**src/rtl/paralelo_serie_param_if.sv**
```systemverilog
// Parallel-to-serial link bundle: write handshake on one side, serial stream and
// status flags on the other.
interface paralelo_serie_param_if #(
    parameter int unsigned WIDTH = 8,
    parameter int unsigned DEPTH = 4
);
    logic                     valid_in;
    logic [WIDTH-1:0]         data_inP;
    logic                     ready_out;
    logic                     data_outS;
    logic [WIDTH-1:0]         data2send;
    logic                     word_start;
    logic                     idle_out;
    logic [$clog2(DEPTH):0]   fifo_count;
    logic                     overflow;

    // Word producer side
    modport master (
        output valid_in,
        output data_inP,
        input  ready_out,
        input  data_outS,
        input  data2send,
        input  word_start,
        input  idle_out,
        input  fifo_count,
        input  overflow
    );

    // Converter side
    modport slave (
        input  valid_in,
        input  data_inP,
        output ready_out,
        output data_outS,
        output data2send,
        output word_start,
        output idle_out,
        output fifo_count,
        output overflow
    );
endinterface

```
**src/rtl/paralelo_serie_param.sv**
```systemverilog
// Parallel-to-serial converter: WIDTH-bit words from a DEPTH-entry FIFO are shifted
// out one bit per clk_8f cycle with no gaps; IDLE_WORD fills the line when empty.
module paralelo_serie_param #(
    parameter int unsigned      WIDTH     = 8,
    parameter int unsigned      DEPTH     = 4,
    parameter logic [WIDTH-1:0] IDLE_WORD = WIDTH'(8'hBC),
    parameter bit               MSB_FIRST = 1'b1
) (
    input logic                  clk_8f,
    input logic                  reset,
    paralelo_serie_param_if.slave bus
);

    localparam int unsigned CntW = $clog2(WIDTH + 1);
    localparam int unsigned IdxW = $clog2(WIDTH);
    localparam int unsigned PtrW = $clog2(DEPTH);
    localparam int unsigned FcW  = PtrW + 1;

    localparam logic [CntW-1:0] BitCntLast = CntW'(WIDTH);
    localparam logic [FcW-1:0]  FifoFull   = FcW'(DEPTH);

    typedef enum logic {StInit, StShift} state_e;

    state_e           r_state;
    state_e           w_state_next;

    logic [CntW-1:0]  r_bit_cnt;
    logic [WIDTH-1:0] r_data2send;
    logic             r_data_outS;
    logic             r_word_start;
    logic             r_idle;
    logic             r_overflow;
    logic [FcW-1:0]   r_fifo_count;
    logic [PtrW-1:0]  r_wr_ptr;
    logic [PtrW-1:0]  r_rd_ptr;
    logic [WIDTH-1:0] r_mem [DEPTH];

    logic             w_load;
    logic             w_fifo_empty;
    logic             w_ready;
    logic             w_push;
    logic             w_drop;
    logic             w_pop;
    logic [WIDTH-1:0] w_word;
    logic             w_first_bit;
    logic [IdxW-1:0]  w_bit_idx;
    logic             w_shift_bit;
    logic [FcW-1:0]   w_fifo_count_next;

    // State register
    always_ff @(posedge clk_8f) begin
        if (reset) begin
            r_state <= StInit;
        end else begin
            r_state <= w_state_next;
        end
    end

    // Next-state logic: INIT lasts exactly one cycle, SHIFT runs forever
    always_comb begin
        w_state_next = r_state;
        case (r_state)
            StInit:  w_state_next = StShift;
            StShift: w_state_next = StShift;
            default: w_state_next = StInit;
        endcase
    end

    // Output decode: a word is loaded on the INIT cycle and after its last bit
    always_comb begin
        w_load = 1'b0;
        case (r_state)
            StInit:  w_load = 1'b1;
            StShift: w_load = (r_bit_cnt == BitCntLast);
            default: w_load = 1'b0;
        endcase
    end

    // ready_out looks only at the registered count, never at a same-edge pop
    assign w_fifo_empty      = (r_fifo_count == '0);
    assign w_ready           = (r_fifo_count < FifoFull);
    assign w_push            = bus.valid_in && w_ready;
    assign w_drop            = bus.valid_in && !w_ready;
    assign w_pop             = w_load && !w_fifo_empty;
    assign w_fifo_count_next = r_fifo_count + FcW'(w_push) - FcW'(w_pop);

    // Head is read from storage only; a same-edge write cannot bypass into the load
    assign w_word      = w_fifo_empty ? IDLE_WORD : r_mem[r_rd_ptr];
    assign w_first_bit = MSB_FIRST ? w_word[WIDTH-1] : w_word[0];
    assign w_bit_idx   = MSB_FIRST ? IdxW'(WIDTH - 1 - 32'(r_bit_cnt)) : IdxW'(r_bit_cnt);
    assign w_shift_bit = r_data2send[w_bit_idx];

    // FIFO storage write
    always_ff @(posedge clk_8f) begin
        if (!reset && w_push) begin
            r_mem[r_wr_ptr] <= bus.data_inP;
        end
    end

    // FIFO pointers, count, overflow flag and serialiser datapath
    always_ff @(posedge clk_8f) begin
        if (reset) begin
            r_wr_ptr     <= '0;
            r_rd_ptr     <= '0;
            r_fifo_count <= '0;
            r_overflow   <= 1'b0;
            r_bit_cnt    <= '0;
            r_data2send  <= '0;
            r_data_outS  <= 1'b0;
            r_word_start <= 1'b0;
            r_idle       <= 1'b0;
        end else begin
            if (w_push) begin
                r_wr_ptr <= r_wr_ptr + PtrW'(1);
            end
            if (w_pop) begin
                r_rd_ptr <= r_rd_ptr + PtrW'(1);
            end
            r_fifo_count <= w_fifo_count_next;
            if (w_drop) begin
                r_overflow <= 1'b1;
            end
            if (w_load) begin
                r_data2send  <= w_word;
                r_data_outS  <= w_first_bit;
                r_bit_cnt    <= CntW'(1);
                r_word_start <= 1'b1;
                r_idle       <= w_fifo_empty;
            end else begin
                r_data_outS  <= w_shift_bit;
                r_bit_cnt    <= r_bit_cnt + CntW'(1);
                r_word_start <= 1'b0;
            end
        end
    end

    assign bus.ready_out  = w_ready;
    assign bus.data_outS  = r_data_outS;
    assign bus.data2send  = r_data2send;
    assign bus.word_start = r_word_start;
    assign bus.idle_out   = r_idle;
    assign bus.fifo_count = r_fifo_count;
    assign bus.overflow   = r_overflow;

endmodule

```
**src/flat_wrapper.sv**
```systemverilog
// flat-port wrapper written by rule: the top's interface ports become plain ports
module paralelo_serie_param_flat 
#(
    parameter int unsigned      WIDTH     = 8,
    parameter int unsigned      DEPTH     = 4,
    parameter logic [WIDTH-1:0] IDLE_WORD = WIDTH'(8'hBC),
    parameter bit               MSB_FIRST = 1'b1
)
  (clk_8f, reset, bus_valid_in, bus_data_inP, bus_ready_out, bus_data_outS, bus_data2send, bus_word_start, bus_idle_out, bus_fifo_count, bus_overflow);
  paralelo_serie_param_if #(.WIDTH(WIDTH), .DEPTH(DEPTH)) bus_i ();
  input logic clk_8f;
  input logic reset;
  input wire logic [$bits(bus_i.valid_in)-1:0] bus_valid_in;
  input wire logic [$bits(bus_i.data_inP)-1:0] bus_data_inP;
  output wire logic [$bits(bus_i.ready_out)-1:0] bus_ready_out;
  output wire logic [$bits(bus_i.data_outS)-1:0] bus_data_outS;
  output wire logic [$bits(bus_i.data2send)-1:0] bus_data2send;
  output wire logic [$bits(bus_i.word_start)-1:0] bus_word_start;
  output wire logic [$bits(bus_i.idle_out)-1:0] bus_idle_out;
  output wire logic [$bits(bus_i.fifo_count)-1:0] bus_fifo_count;
  output wire logic [$bits(bus_i.overflow)-1:0] bus_overflow;
  assign bus_i.valid_in = bus_valid_in;
  assign bus_i.data_inP = bus_data_inP;
  assign bus_ready_out = bus_i.ready_out;
  assign bus_data_outS = bus_i.data_outS;
  assign bus_data2send = bus_i.data2send;
  assign bus_word_start = bus_i.word_start;
  assign bus_idle_out = bus_i.idle_out;
  assign bus_fifo_count = bus_i.fifo_count;
  assign bus_overflow = bus_i.overflow;
  paralelo_serie_param #(.WIDTH(WIDTH), .DEPTH(DEPTH), .IDLE_WORD(IDLE_WORD), .MSB_FIRST(MSB_FIRST)) u_core (.clk_8f(clk_8f), .reset(reset), .bus(bus_i));
endmodule
```
**config.mk**
```make
export PLATFORM = sky130hd
export DESIGN_NAME = paralelo_serie_param_flat
export DESIGN_NICKNAME = d
export VERILOG_FILES = /design/src/rtl/paralelo_serie_param_if.sv /design/src/rtl/paralelo_serie_param.sv /design/src/flat_wrapper.sv
export SDC_FILE = /design/constraint.sdc
export NUM_CORES = 1
export LEC_CHECK = 0
export CAP_MARGIN = 40
export CORE_AREA = 2 2 69 71
export CTS_BUF_LIST = sky130_fd_sc_hd__clkbuf_4 sky130_fd_sc_hd__clkbuf_8 sky130_fd_sc_hd__clkbuf_16
export CTS_CLUSTER_SIZE = 14
export DETAILED_ROUTE_END_ITERATION = 10
export DIE_AREA = 0 0 71 73
export GPL_TIMING_DRIVEN = 1
export HOLD_SLACK_MARGIN = 0.08
export PLACE_DENSITY_LB_ADDON = 0.2
export SYNTH_ARGS = -nofsm -noshare
export SYNTH_HDL_FRONTEND = slang
export SYNTH_SLANG_ARGS = --single-unit
```
**constraint.sdc**
```tcl
create_clock -name clk_8f -period 3 [get_ports clk_8f]
set_input_delay 0.45 -clock clk_8f [delete_from_list [all_inputs] [get_ports clk_8f]]
set_output_delay 0.45 -clock clk_8f [all_outputs]
set_load 0.01 [all_outputs]
```
==> flow_summary_export.csv <==
group,metric,value,unit
run_status,outcome,"complete, no violations",
critical_path,cp.required,3230,ps
global_routing,grt_usage,0.183,
synth,yosys.area.top_type_share,0.418,
finish,finalNetCount,209,
detailed_routing,wl_per_cell,16.8,um
finish,area_growth,20.8,%
finish,post_layout_nonfiller_instances,248,
floorplanning,start_util,0.506,
hold_path,worstHoldPathType,"flip-flop to flip-flop",
synth,synthMuxAreaShare,0.102,
timing,setup_viol,0,
clock_network,clock-sinks,58,
critical_path,cp.arrival,2530,ps
floorplanning,core_area,0.00454,mm2
power_and_ir_drop,vdd_ir_drop_max,0.388,mV
synth,synth_compound_area_frac,0.0414,
clock_network,cts_setup_buffers,0,
timing,skew,6.93,ps
synth,yosys.area.top_type,"edfxtp_1",
power_and_ir_drop,leakagePower,1.01,nW
detailed_routing,viasPerCell,5.36,
finish,post_route_cells_drive_above_1_share,0.170,
synth,yosys.area_share.simple,0.0953,
clock_network,clk_path_buf_depth,2,
synth,synth_top_family_by_area,"multiplexers",
clock_network,root_buffer,"clkbuf_8",
synth,synth_fa_ha_area_frac,0.0523,
timing,hold_violations,0,
critical_path,path_class,"flip-flop to flip-flop",
synth,synthArstFlopShare,0,
synth,ys_top_cells_by_count,"32 x edfxtp_1, 26 x dfxtp_1, 17 x nor2_1",
global_routing,grt_pass1_vias,1342,
critical_path,cp_cell_sequence,"inv_1 -> ha_1 -> nand3b_4 -> a21oi_4 -> ha_1 -> inv_1 -> ha_1 -> fa_1 -> xnor2_1 -> xnor2_1 -> nor2_1",
synth,synth_nets,177,
detailed_routing,drt_iter0_markers,95,
clock_network,ctsResizeCount,0,
critical_path,critPathMaxStageDelay,440,ps
clock_network,htree_levels,3,
timing,fin_crit,2300,ps
finish,fin_util,0.612,
critical_path,endpoint_kind,"flip-flop",
detailed_routing,num_vias,1330,
global_routing,grt_max_degree,20,
timing,fin_setup_tns,0,ps
synth,ys_top_cells_by_area,"edfxtp_1 42%, dfxtp_1 23%, mux4_2 9.8%, ha_1 4.4%, nor2_1 2.8%",
synth,netlist_instances,157,
synth,synth_edf_count,32,
critical_path,crit_slowest_cell,"dfxtp_1",
global_routing,antenna_found_initial,0,
critical_path,critPathTopFamily,"adder cells",
global_routing,busiest_layer,"met2",
global_routing,grtUsageMet1,0.201,
clock_network,cts_tree,"yes",
power_and_ir_drop,powerDensity,787,mW/mm2
clock_network,clk_latency,340,ps
synth,ys_seq_area_frac,0.645,
timing,relSlewSlack,0.641,
detailed_routing,drtPass1Iterations,4,
timing,worstMarginPinSlew,537,ps
floorplanning,dieArea,0.00518,mm2
synth,post_synth.cell_area_avg,14.6,um2
floorplanning,num_rows,25,
placed_design,gp_congestion,0.847,
floorplanning,die_x,71,um
synth,ys_ff_latch,58,
timing,grt_setup_unrepaired,"no",
critical_path,crit_top_cell,"ha_1",
detailed_routing,drc,0,
global_routing,grt_pass1_wl,6670,um
clock_network,cts_buffers,9,
timing,slew_viol_final,0,
synth,synth.distinct_cells,28,
floorplanning,ios,27,
synth,yosys_warnings,0,
synth,syn_area,0.00230,mm2
detailed_routing,ant_nets,0,
critical_path,path_buf_inv,2,
critical_path,cp-start-kind,"flip-flop",
clock_network,ctsHoldBuffers,0,
synth,synth_flop_cell,"edfxtp_1",
job,maxCapViolations,0,
critical_path,crit_fanout,6,
synth,synthXorXnorAreaFrac,0.0267,
global_routing,grt.met3_usage,0.0594,
global_routing,grt.overflow.total,0,
global_routing,grt_use_met2,0.289,
timing,period_share,0.768,
placed_design,place_inst,232,
finish,diodes,0,
floorplanning,die_y,73,um
synth,synth.most_common_cell,"edfxtp_1",
placed_design,portBuffers,26,
timing,clock.fmax,434,MHz
detailed_routing,totalWireLength,4160,um
clock_network,clkSlewWorstSetupHoldPaths,70,ps
placed_design,place_hpwl,2930,um
## metrics by stage
step / hold slack [ps] / area [um2] / setup slack, ps / power [mW]
after global placement: 443 / 2590 / 751 / 1.53
after detailed placement: 461 / 2590 / 682 / 1.56
after CTS: 470 / 2770 / 687 / 2.20
final: 462 / 2770 / 697 / 2.18
after global routing: 474 / 2770 / 486 / 2.29
after floorplan: 476 / 2300 / 806 / 1.37
## worst register-to-register path, cell delays in order, from the launching register on
cell and delay (ps):
dfxtp_1 440, inv_1 70, ha_1 230, nand3b_4 120, a21oi_4 90, ha_1 290
inv_1 40, ha_1 180, fa_1 380, xnor2_1 170, xnor2_1 130, nor2_1 50
## layer usage
| layer | vias to the layer above | routed length [um] |
|---|---|---|
| li1 | 631 | - |
| met1 | 644 | 1770 |
| met4 | 0 | 142 |
| met2 | 41 | 2050 |
| met5 | - | 0 |
| met3 | 14 | 197 |
## cell families (layout without fill, tap and decap cells)
| kind of cell | after synthesis | count (layout) |
|---|---|---|
| fa+ha+maj | 9 | 9 |
| xor+xnor | 7 | 7 |
| flops | 58 | 58 |
| mux | 11 | 11 |
| simple gates | 41 | 41 |
| buf+inv | 18 | 55 |
| compound gates | 13 | 13 |
## final cells by class
class | count | area (um2)
inverter | 12 | 45.0
fill | 346 | 1760
sequential | 58 | 1480
timing repair buffer | 27 | 268
tap | 54 | 67.6
multi-input combinational | 81 | 731
clock inverter | 3 | 15.0
clock buffer | 13 | 166
## cell usage in the layout (no fill, tap or decap), types with 2 or more instances in the layout
cell             count
inv_1               12
clkdlybuf4s50_1     26
o21ai_1              2
nor3_1               8
clkbuf_4             2
xnor2_1              6
nor2_1              17
nor2b_1              3
and3_1               5
a21oi_1              5
edfxtp_1            32
dfxtp_1             26
clkinv_2             3
nand2_1              4
clkbuf_8            11
mux4_2              10
ha_1                 8
a22oi_1              3
## power breakdown
| group | switching (mW) | internal (mW) |
|---|---|---|
| registers | 0.0997 | 0.933 |
| clock network | 0.295 | 0.359 |
| logic | 0.219 | 0.279 |
## final timing paths
kind	startpoint	endpoint	slack, ps	cells after the start
worst max register to register	u_core.r_bit_cnt[0]	u_core.bus.fifo_count[2]	700	11
worst min-delay path	u_core.bus.idle_out	u_core.bus.idle_out	460	2
worst min register to register	u_core.bus.idle_out	u_core.bus.idle_out	460	2
worst max-delay path	u_core.r_bit_cnt[0]	u_core.bus.fifo_count[2]	700	11
## sequential cells by signal, summed over array words and instances, names as in the netlist, named ones only
register	cells
u_core.r_bit_cnt	4
u_core.r_rd_ptr	2
u_core.bus.idle_out	1
u_core.bus.fifo_count	3
u_core.r_state	1
u_core.r_mem	32
u_core.bus.word_start	1
u_core.bus.overflow	1
u_core.r_wr_ptr	2
u_core.bus.data_outS	1
u_core.bus.data2send	8
(Power assumes the default switching activity.)
